### src/rtl/ffntt_pkg.sv
// Shared constants and types for the fiFFNTT stream loader.
// Width defaults, TX FSM encoding and constant-table layout helpers.
package ffntt_pkg;

  localparam int ADDR_W = 12;
  localparam int DATA_W = 32;
  localparam int LEN_W  = 16;

  localparam int FFT_BEATS = 4;
  localparam int NTT_LSB   = 0;
  localparam int INTT_LSB  = 16;
  localparam int HALF_W    = 16;

  typedef enum logic [1:0] {
    TX_IDLE  = 2'd0,
    TX_RUN   = 2'd1,
    TX_FLUSH = 2'd2
  } tx_state_t;

  function automatic logic [DATA_W-1:0] ntt_pack(
    input logic [HALF_W-1:0] ntt,
    input logic [HALF_W-1:0] intt
  );
    return {intt, ntt};
  endfunction

endpackage

### src/rtl/ffntt_stream_tx_fifo.sv
// Two-entry skid FIFO between the SRAM return path and the stream port.
// Head only moves on pop, so stream data holds steady while stalled.
module ffntt_skid_fifo #(
  parameter int W = 32
) (
  input  logic         clk,
  input  logic         rst,
  input  logic         push,
  input  logic         pop,
  input  logic [W-1:0] din,
  output logic [1:0]   count,
  output logic [W-1:0] head
);

  logic [W-1:0] mem [2];
  logic         wr_ptr;
  logic         rd_ptr;

  always_ff @(posedge clk) begin
    if (rst) begin
      mem[0] <= '0;
      mem[1] <= '0;
      wr_ptr <= 1'b0;
      rd_ptr <= 1'b0;
      count  <= 2'd0;
    end else begin
      if (push) begin
        mem[wr_ptr] <= din;
        wr_ptr      <= ~wr_ptr;
      end
      if (pop) begin
        rd_ptr <= ~rd_ptr;
      end
      count <= count + 2'(push) - 2'(pop);
    end
  end

  assign head = mem[rd_ptr];

endmodule

### src/rtl/ffntt_stream_tx.sv
// SRAM-to-AXI-Stream block transmitter feeding the fiFFNTT ss_* port.
// Reads length words from base upward (address wraps) and marks the last beat.
module ffntt_stream_tx
  import ffntt_pkg::*;
#(
  parameter int pADDR_WIDTH = ADDR_W,
  parameter int pDATA_WIDTH = DATA_W,
  parameter int pLEN_WIDTH  = LEN_W
) (
  input  logic                   clk,
  input  logic                   rst,
  input  logic                   start,
  input  logic [pADDR_WIDTH-1:0] base_addr,
  input  logic [pLEN_WIDTH-1:0]  length,
  output logic                   busy,
  output logic                   done,
  output logic                   sram_en,
  output logic [pADDR_WIDTH-1:0] sram_addr,
  input  logic [pDATA_WIDTH-1:0] sram_rdata,
  output logic                   m_tvalid,
  output logic [pDATA_WIDTH-1:0] m_tdata,
  output logic                   m_tlast,
  input  logic                   m_tready
);

  tx_state_t state;
  tx_state_t state_nx;

  logic [pADDR_WIDTH-1:0] base_q;
  logic [pLEN_WIDTH-1:0]  len_q;
  logic [pLEN_WIDTH-1:0]  reads_q;
  logic [pLEN_WIDTH-1:0]  sent_q;
  logic                   inflight_q;

  logic [1:0]             fifo_cnt;
  logic [pDATA_WIDTH-1:0] fifo_head;
  logic [2:0]             pending;
  logic                   accept;
  logic                   credit_ok;
  logic                   more_reads;
  logic                   hs;

  assign accept = (state == TX_IDLE) & start;
  assign hs     = m_tvalid & m_tready;

  // Slots still owed after this cycle's pop; counting the pop keeps 1 beat/cycle.
  assign pending    = {1'b0, fifo_cnt} + {2'b0, inflight_q} - {2'b0, hs};
  assign credit_ok  = pending < 3'd2;
  assign more_reads = reads_q < len_q;

  assign sram_en   = (state == TX_RUN) & more_reads & credit_ok;
  assign sram_addr = base_q + pADDR_WIDTH'(reads_q);

  assign m_tvalid = fifo_cnt != 2'd0;
  assign m_tdata  = fifo_head;
  assign m_tlast  = m_tvalid & (sent_q == len_q - 1'b1);

  assign busy = state == TX_RUN;
  assign done = state == TX_FLUSH;

  always_comb begin
    state_nx = state;
    unique case (state)
      TX_IDLE: begin
        if (start) begin
          state_nx = (length == '0) ? TX_FLUSH : TX_RUN;
        end
      end
      TX_RUN: begin
        if (hs & m_tlast) begin
          state_nx = TX_FLUSH;
        end
      end
      TX_FLUSH: state_nx = TX_IDLE;
      default:  state_nx = TX_IDLE;
    endcase
  end

  always_ff @(posedge clk) begin
    if (rst) begin
      state      <= TX_IDLE;
      base_q     <= '0;
      len_q      <= '0;
      reads_q    <= '0;
      sent_q     <= '0;
      inflight_q <= 1'b0;
    end else begin
      state      <= state_nx;
      inflight_q <= sram_en;
      if (accept) begin
        base_q  <= base_addr;
        len_q   <= length;
        reads_q <= '0;
        sent_q  <= '0;
      end else begin
        if (sram_en) begin
          reads_q <= reads_q + 1'b1;
        end
        if (hs) begin
          sent_q <= sent_q + 1'b1;
        end
      end
    end
  end

  ffntt_skid_fifo #(
    .W (pDATA_WIDTH)
  ) u_fifo (
    .clk   (clk),
    .rst   (rst),
    .push  (inflight_q),
    .pop   (hs),
    .din   (sram_rdata),
    .count (fifo_cnt),
    .head  (fifo_head)
  );

endmodule

### config.mk
export PLATFORM = sky130hd
export DESIGN_NAME = ffntt_stream_tx
export DESIGN_NICKNAME = d
export VERILOG_FILES = /design/src/rtl/ffntt_pkg.sv /design/src/rtl/ffntt_stream_tx_fifo.sv /design/src/rtl/ffntt_stream_tx.sv
export SDC_FILE = /design/constraint.sdc
export NUM_CORES = 1
export LEC_CHECK = 0
export BUFFER_PORTS_ARGS = -buffer_cell sky130_fd_sc_hd__buf_4
export CORE_ASPECT_RATIO = 0.7
export CORE_MARGIN = 2
export CORE_UTILIZATION = 45
export CTS_CLUSTER_SIZE = 20
export DETAILED_ROUTE_END_ITERATION = 6
export HOLD_SLACK_MARGIN = 0.02
export PLACE_DENSITY = 0.68
export SETUP_SLACK_MARGIN = 0.3
export SKIP_LAST_GASP = 1
export SLEW_MARGIN = 20
export SYNTH_ARGS = -nofsm -noshare
export SYNTH_HDL_FRONTEND = slang
export SYNTH_SLANG_ARGS = --single-unit
### constraint.sdc
create_clock -name clk -period 3.1 [get_ports clk]
set_input_delay 0.155 -clock clk [delete_from_list [all_inputs] [get_ports clk]]
set_output_delay 0.155 -clock clk [all_outputs]
set_load 0.02 [all_outputs]
== Word level (Yosys, flattened, before mapping) ==
Memories as Yosys holds them, arrays and structs flattened. A register that Yosys moved wholly into a read port is not among the register bits.
Index checks and enable logic that the tools add are counted.

* Input bits: 64
* Logic and storage cells: 53
* Memory bits (writable): 64
* Memories kept: 1
* Output and inout bits: 49
* Flip-flop bits (word level): 67

{| class="wikitable"
|+ Memory list
! name !! words !! width !! read ports !! clocked after Yosys merged registers in !! wr ports !! line !! RTL
|-
| u_fifo.mem || 2 || 32 || 1 || 1 || 2 || ffntt_stream_tx_fifo.sv:15 || <nowiki>logic [W-1:0] mem [2];</nowiki>
|}

* Order comparisons: 2
* $add $sub $neg: 8
* Eq/ne operators: 5
* Mux-type cells: 14
* Reduce and logical (&&, ||, !) cells: 6
* Bitwise logic cells: 8

{| class="wikitable"
|+ Operators with widths
! cell !! number
|-
| adder 16 x 1 -> 16 bit (second input constant) || 2
|-
| 2-to-1 mux 32 bit || 1
|-
| OR reduction 32 bit || 1
|-
| equality test 16 bit || 1
|-
| zero test 16 bit || 1
|-
| less-than comparator 16 bit || 1
|-
| subtractor 16 x 1 -> 16 bit (second input constant) || 1
|-
| adder 12 bit || 1
|-
| 2-to-1 mux 1 bit || 9
|-
| bitwise AND 1 bit || 6
|-
| 2-to-1 mux 2 bit || 3
|-
| one-hot mux 2 bit (2 select lines) || 1
|-
| adder 2 x 1 -> 3 bit || 1
|-
| less-than comparator 3 x 2 -> 1 bit (second input constant) || 1
|-
| subtractor 3 x 1 -> 3 bit || 1
|-
| adder 2 x 1 -> 2 bit || 1
|-
| equality test 2 x 1 -> 1 bit (second input constant) || 1
|-
| equality test 2 bit (second input constant) || 1
|-
| zero test 2 bit || 1
|-
| != test 2 x 1 -> 1 bit (second input constant) || 1
|-
| != test 2 bit (second input constant) || 1
|-
| NOT 1 bit || 2
|-
| AND reduction 2 bit || 1
|-
| nonzero test 2 bit || 1
|-
| 2 further kinds || 2
|}

== Depth between registers and ports, before layout ==
* Depth in word-level cells: 6
* Gate-level depth with buffers: 16
* Gate-level depth less buffers: 15

== Modules after synthesis ==
A second synthesis with hierarchy kept.

* Cell total of the unflattened synthesis: 754
* Area, all modules: 7226.9 sq um

{| class="wikitable"
|+ By module, submodules not included
! module !! cells an instance !! area an instance (sq um) !! instances !! seq. area each (sq um)
|-
| ffntt_stream_tx || 526 || 4027.6 || 1 || 1261.2
|-
| ffntt_skid_fifo || 228 || 3199.3 || 1 || 2021.9
|}

== Worst setup path after synthesis ==
No wires, ideal clock.

* Kind: reg2reg
* From: register u_fifo.count[1]
* To: register reads_q[11]
* Setup time: 132 ps
* Clock period less this slack: 3383 ps
* Required time: 2968 ps
* Data arrival time: 3250 ps
* Path slack: -283 ps
* Cell stages (with the launch flop): 16
* Path buffers: 0
* Cells stage by stage: dfxtp_1 -> or2_2 -> nand2_1 -> clkinv_1 -> ha_1 -> inv_1 -> ha_1 -> inv_1 -> fa_1 -> xnor2_1 -> nand4b_1 -> a21oi_1 -> o21ai_1 -> nor3b_1 -> a31o_2 -> a21oi_1

* Longest elaborated chain between the ends: 5
* Elaborated cells between the ends (all ways): 6
* Those cells by class: add/sub (2); order compare (1); bitwise (2); reduce/logical (1)

{| class="wikitable"
|+ RTL lines
! item !! line !! RTL
|-
| start, declared || ffntt_stream_tx_fifo.sv:11 || <nowiki>output logic [1:0] count,</nowiki>
|-
| start signal, assigned || ffntt_stream_tx_fifo.sv:34 || <nowiki>count <= count + 2'(push) - 2'(pop);</nowiki>
|-
| nonzero test 2 bit || ffntt_stream_tx.sv:54 || <nowiki>assign m_tvalid = fifo_cnt != 2'd0;</nowiki>
|-
| via m_tvalid || ffntt_stream_tx.sv:20 || <nowiki>output logic m_tvalid,</nowiki>
|-
| bitwise AND 1 bit || ffntt_stream_tx.sv:44 || <nowiki>assign hs = m_tvalid & m_tready;</nowiki>
|-
| via hs || ffntt_stream_tx.sv:41 || <nowiki>logic hs;</nowiki>
|-
| subtractor 3 x 1 -> 3 bit || ffntt_stream_tx.sv:47 || <nowiki>assign pending = {1'b0, fifo_cnt} + {2'b0, inflight_q} - {2'b0, hs};</nowiki>
|-
| less-than comparator 3 x 2 -> 1 bit || ffntt_stream_tx.sv:48 || <nowiki>assign credit_ok = pending < 3'd2;</nowiki>
|-
| bitwise AND 1 bit || ffntt_stream_tx.sv:51 || <nowiki>assign sram_en = (state == TX_RUN) & more_reads & credit_ok;</nowiki>
|-
| end signal, assigned || ffntt_stream_tx.sv:97 || <nowiki>reads_q <= reads_q + 1'b1;</nowiki>
|-
| end, declared || ffntt_stream_tx.sv:31 || <nowiki>logic [pLEN_WIDTH-1:0] reads_q;</nowiki>
|}

The timed path passes the listed nets, and every way through them passes these cells.
A chain may end at the register's enable or synchronous reset.

== Final worst setup path ==
* From: register len_q[0]
* To: output m_tlast

* Longest elaborated chain between the ends: 3

{| class="wikitable"
|+ RTL lines
! item !! line !! RTL
|-
| start, declared || ffntt_stream_tx.sv:30 || <nowiki>logic [pLEN_WIDTH-1:0] len_q;</nowiki>
|-
| start signal, assigned || ffntt_stream_tx.sv:92 || <nowiki>len_q <= length;</nowiki>
|-
| subtractor 16 x 1 -> 16 bit || ffntt_stream_tx.sv:56 || <nowiki>assign m_tlast = m_tvalid & (sent_q == len_q - 1'b1);</nowiki>
|-
| equality test 16 bit || ffntt_stream_tx.sv:56 ||
|-
| bitwise AND 1 bit || ffntt_stream_tx.sv:56 ||
|-
| end, declared || ffntt_stream_tx.sv:22 || <nowiki>output logic m_tlast,</nowiki>
|}

Every way passes these cells.

==> flow_summary.yaml <==
floorplanning:
  die_w_um: 152
  io_pins: 113
  num_rows: 37
  initial_core_util_pct: 46.5
  dieArea_um2: 16300
  die_y_um: 108
  core_um2: 14800
yosys:
  synth_edf_count: 64
  synth_top_area_share_pct: 27.9
  yosysUniqueCellTypes: 52
  synthTopCellsByArea: "edfxtp_1 (28%), dfxtp_1 (20%), and2_1 (6.1%)"
  syn-mean-instance-area_um2: 9.78
  ys.flop_type: "dfxtp_1"
  synth_nets: 801
  yosysWarnings: 0
  yosys.area.top_type: "edfxtp_1"
  synth_area_um2: 6890
  seq_area_frac_synth_pct: 47.7
  async_flop_share_pct: 0
  syn_inst: 704
  ys_ff_latch: 132
timing:
  timing.hold.ws_ns: 0.0308
  post-route-period-util_pct: 100
  hold_viol_final: 0
  finalSetupViolCount: 0
  clock.fmax_ghz: 0.323
  drv_slew: 0
  rsz0062_at_grt: "true"
  skew_ns: 0.00865
  worst_pin_slew_ns: 0.805
  relSlewSlack_pct: 46.3
  period_needed_ns: 3.10
power_and_ir_drop:
  p_leak_uw: 0.00383
  ir_drop_v: 0.000451
  power.density_nw_per_um2: 599
global_routing:
  grt_usage_pct: 21.7
  grt_pass1_vias: 5925
  grt_max_degree: 42
  grt.overflow.total: 0
  antenna_found_initial: 0
  grt_first_pass_wirelength_um: 28500
placement:
  port_buffers: 112
  gp_congestion: 0.851
  place_hpwl_um: 12000
  postPlaceCellArea_um2: 8110
setup_path:
  required_ns: 2.94
  max_stage_delay_ns: 0.55
  path_buf_inv: 2
  cp-end-kind: "output port"
  setup.worst_path.start_class: "flip-flop"
  arrival_ns: 2.94
  slowest_stage: "or4_4"
  path_class: "flip-flop to output port"
  crit_fanout: 2
  cp_cell_sequence: "inv_2, ha_4, or4b_4, nor2_4, xnor2_1, or4_1, or4_4, a211oi_4, buf_6"
  cp_top_family: "simple AND/OR/NAND/NOR gates"
cts:
  cts_tree: "built"
  clock-root-buffer: "clkbuf_16"
  ctsLongestPathBuffers: 2
  ctsHtreeMaxLevel: 4
  cts_num_sinks: 132
  numCtsBuffers: 17
  path_clk_slew_ns: 0.07
  worstSkewPairLatency_ns: 0.41
job:
  cap_viol_max_count: 0
drt:
  wire_per_inst_um: 16.3
  routed_wl_um: 17800
  num_vias: 5795
  drtIter0Drc: 358
  drtAntennaViolNets: 0
  viasPerCell: 5.30
  drc: 0
  first_pass_iters: 4
layout:
  area_growth_pct: 38.7
  layout-drive-gt1-share_pct: 31.4
  final_area_um2: 9560
  final_common_cell: "buf_4"
  layout_common_cells: "buf_4 (142), nand2_1 (76), and2_1 (67)"
  diodes: 0
  nets: 982
outcome:
  status: "finished, final reports clean"
min_path:
  hold_class: "input port to flip-flop"
==> Yosys cell counts (all sizes together) (2+ instances only) <==
cell type	n
inv	33
nor4b	4
and2	67
o21ai	14
mux2	32
xor2	17
or4b	2
nor2b	7
a21o	6
o2111ai	2
nand2b	4
nor3b	4
nand4	15
xnor2	36
edfxtp	64
or3	3
clkbuf	25
nor2	49
and3	9
ha	31
buf	7
a211oi	3
nand2	77
nor4	12
or2	6
nand3	17
a21boi	2
or4	3
nor3	14
fa	2
a21oi	49
a31o	4
o21a	3
dfxtp	68
==> metrics by stage <==
| stage | util (%) | power [µW] | cells | TNS (ns) | setup WS (ns) |
|---|---|---|---|---|---|
| after detailed placement | 54.7 | 3530 | 993 | -0.0501 | -0.0207 |
| after global placement | 54.7 | 3490 | 993 | 0 | 0.118 |
| after global routing | 64.5 | 5970 | 1093 | -0.137 | -0.0967 |
| final | 64.5 | 5720 | 1093 | 0 | 0.000713 |
| after floorplan | - | 3010 | 704 | 0 | 0.286 |
| after CTS | 63.1 | 5690 | 1083 | -0.0232 | -0.0232 |
==> flip-flops by register name, indices dropped and copies added (netlist names), named ones only <==
signal	count
len_q	16
u_fifo.rd_ptr	1
inflight_q	1
state	2
u_fifo.count	2
sent_q	16
base_q	12
u_fifo.mem	64
reads_q	16
u_fifo.wr_ptr	1
==> area by class of cell <==
class | count | area (µm²)
clock inverter | 15 | 158
fill | 1184 | 5260
timing repair buffer | 194 | 1610
inverter | 34 | 133
sequential | 132 | 3300
clock buffer | 17 | 425
multi-input combinational | 506 | 3690
tap | 195 | 244
==> logic make-up (layout without fill, tap and decap cells) <==
kind of cell | Yosys count | count (layout) | synth area share, %
adders and majority gates | 33 | 33 | 6.21
AOI/OAI and AO/OA | 92 | 92 | 8.05
xor gates and xnor gates | 53 | 53 | 6.74
muxes | 33 | 33 | 5.38
buffers and inverters | 66 | 260 | 3.72
DFF | 132 | 132 | 47.7
and+or+nand+nor | 295 | 295 | 22.2
==> path summary, 6_finish.rpt <==
kind,cells past startpoint,slack (ns),startpoint,endpoint
hold reg to reg,2,0.46,base_q[8]$_SDFFE_PP0P_,base_q[8]$_SDFFE_PP0P_
setup reg to reg,16,0.12,u_fifo.count[1]$_SDFF_PP0_,reads_q[15]$_SDFFE_PP0P_
hold / removal,2,0.03,sram_rdata[22],u_fifo.mem[1][22]$_SDFFCE_PN0P_
setup / recovery,9,0.0007,len_q[0]$_SDFFE_PP0P_,m_tlast
==> metal layers <==
metal  global-route usage (%)  vias to the layer above  part of all wire, %
li1                         -                     2815                    -
met1                     28.1                     2791                   44
met2                     37.2                      164                   50
met3                     3.26                       25                  4.4
met4                     7.88                        0                  1.4
met5                        0                        -                    0
==> report_power, final <==
group          leakage, µW  internal, µW  switching [µW]
combinational      0.00233           807             876
sequential         0.00122          1990            74.8
clock             0.000278          1080             897
==> repair_timing <==
action | 4_1_cts | 5_1_grt
hold buffers | 43 | 0
setup buffers | 15 | 10
hold endpoints to repair | 50 | 0
endpoints found under the setup margin | 20 | 25
gates resized for setup | 30 | 33
pin swaps | 20 | 22
No activity file was read; power rests on OpenSTA's default activity.
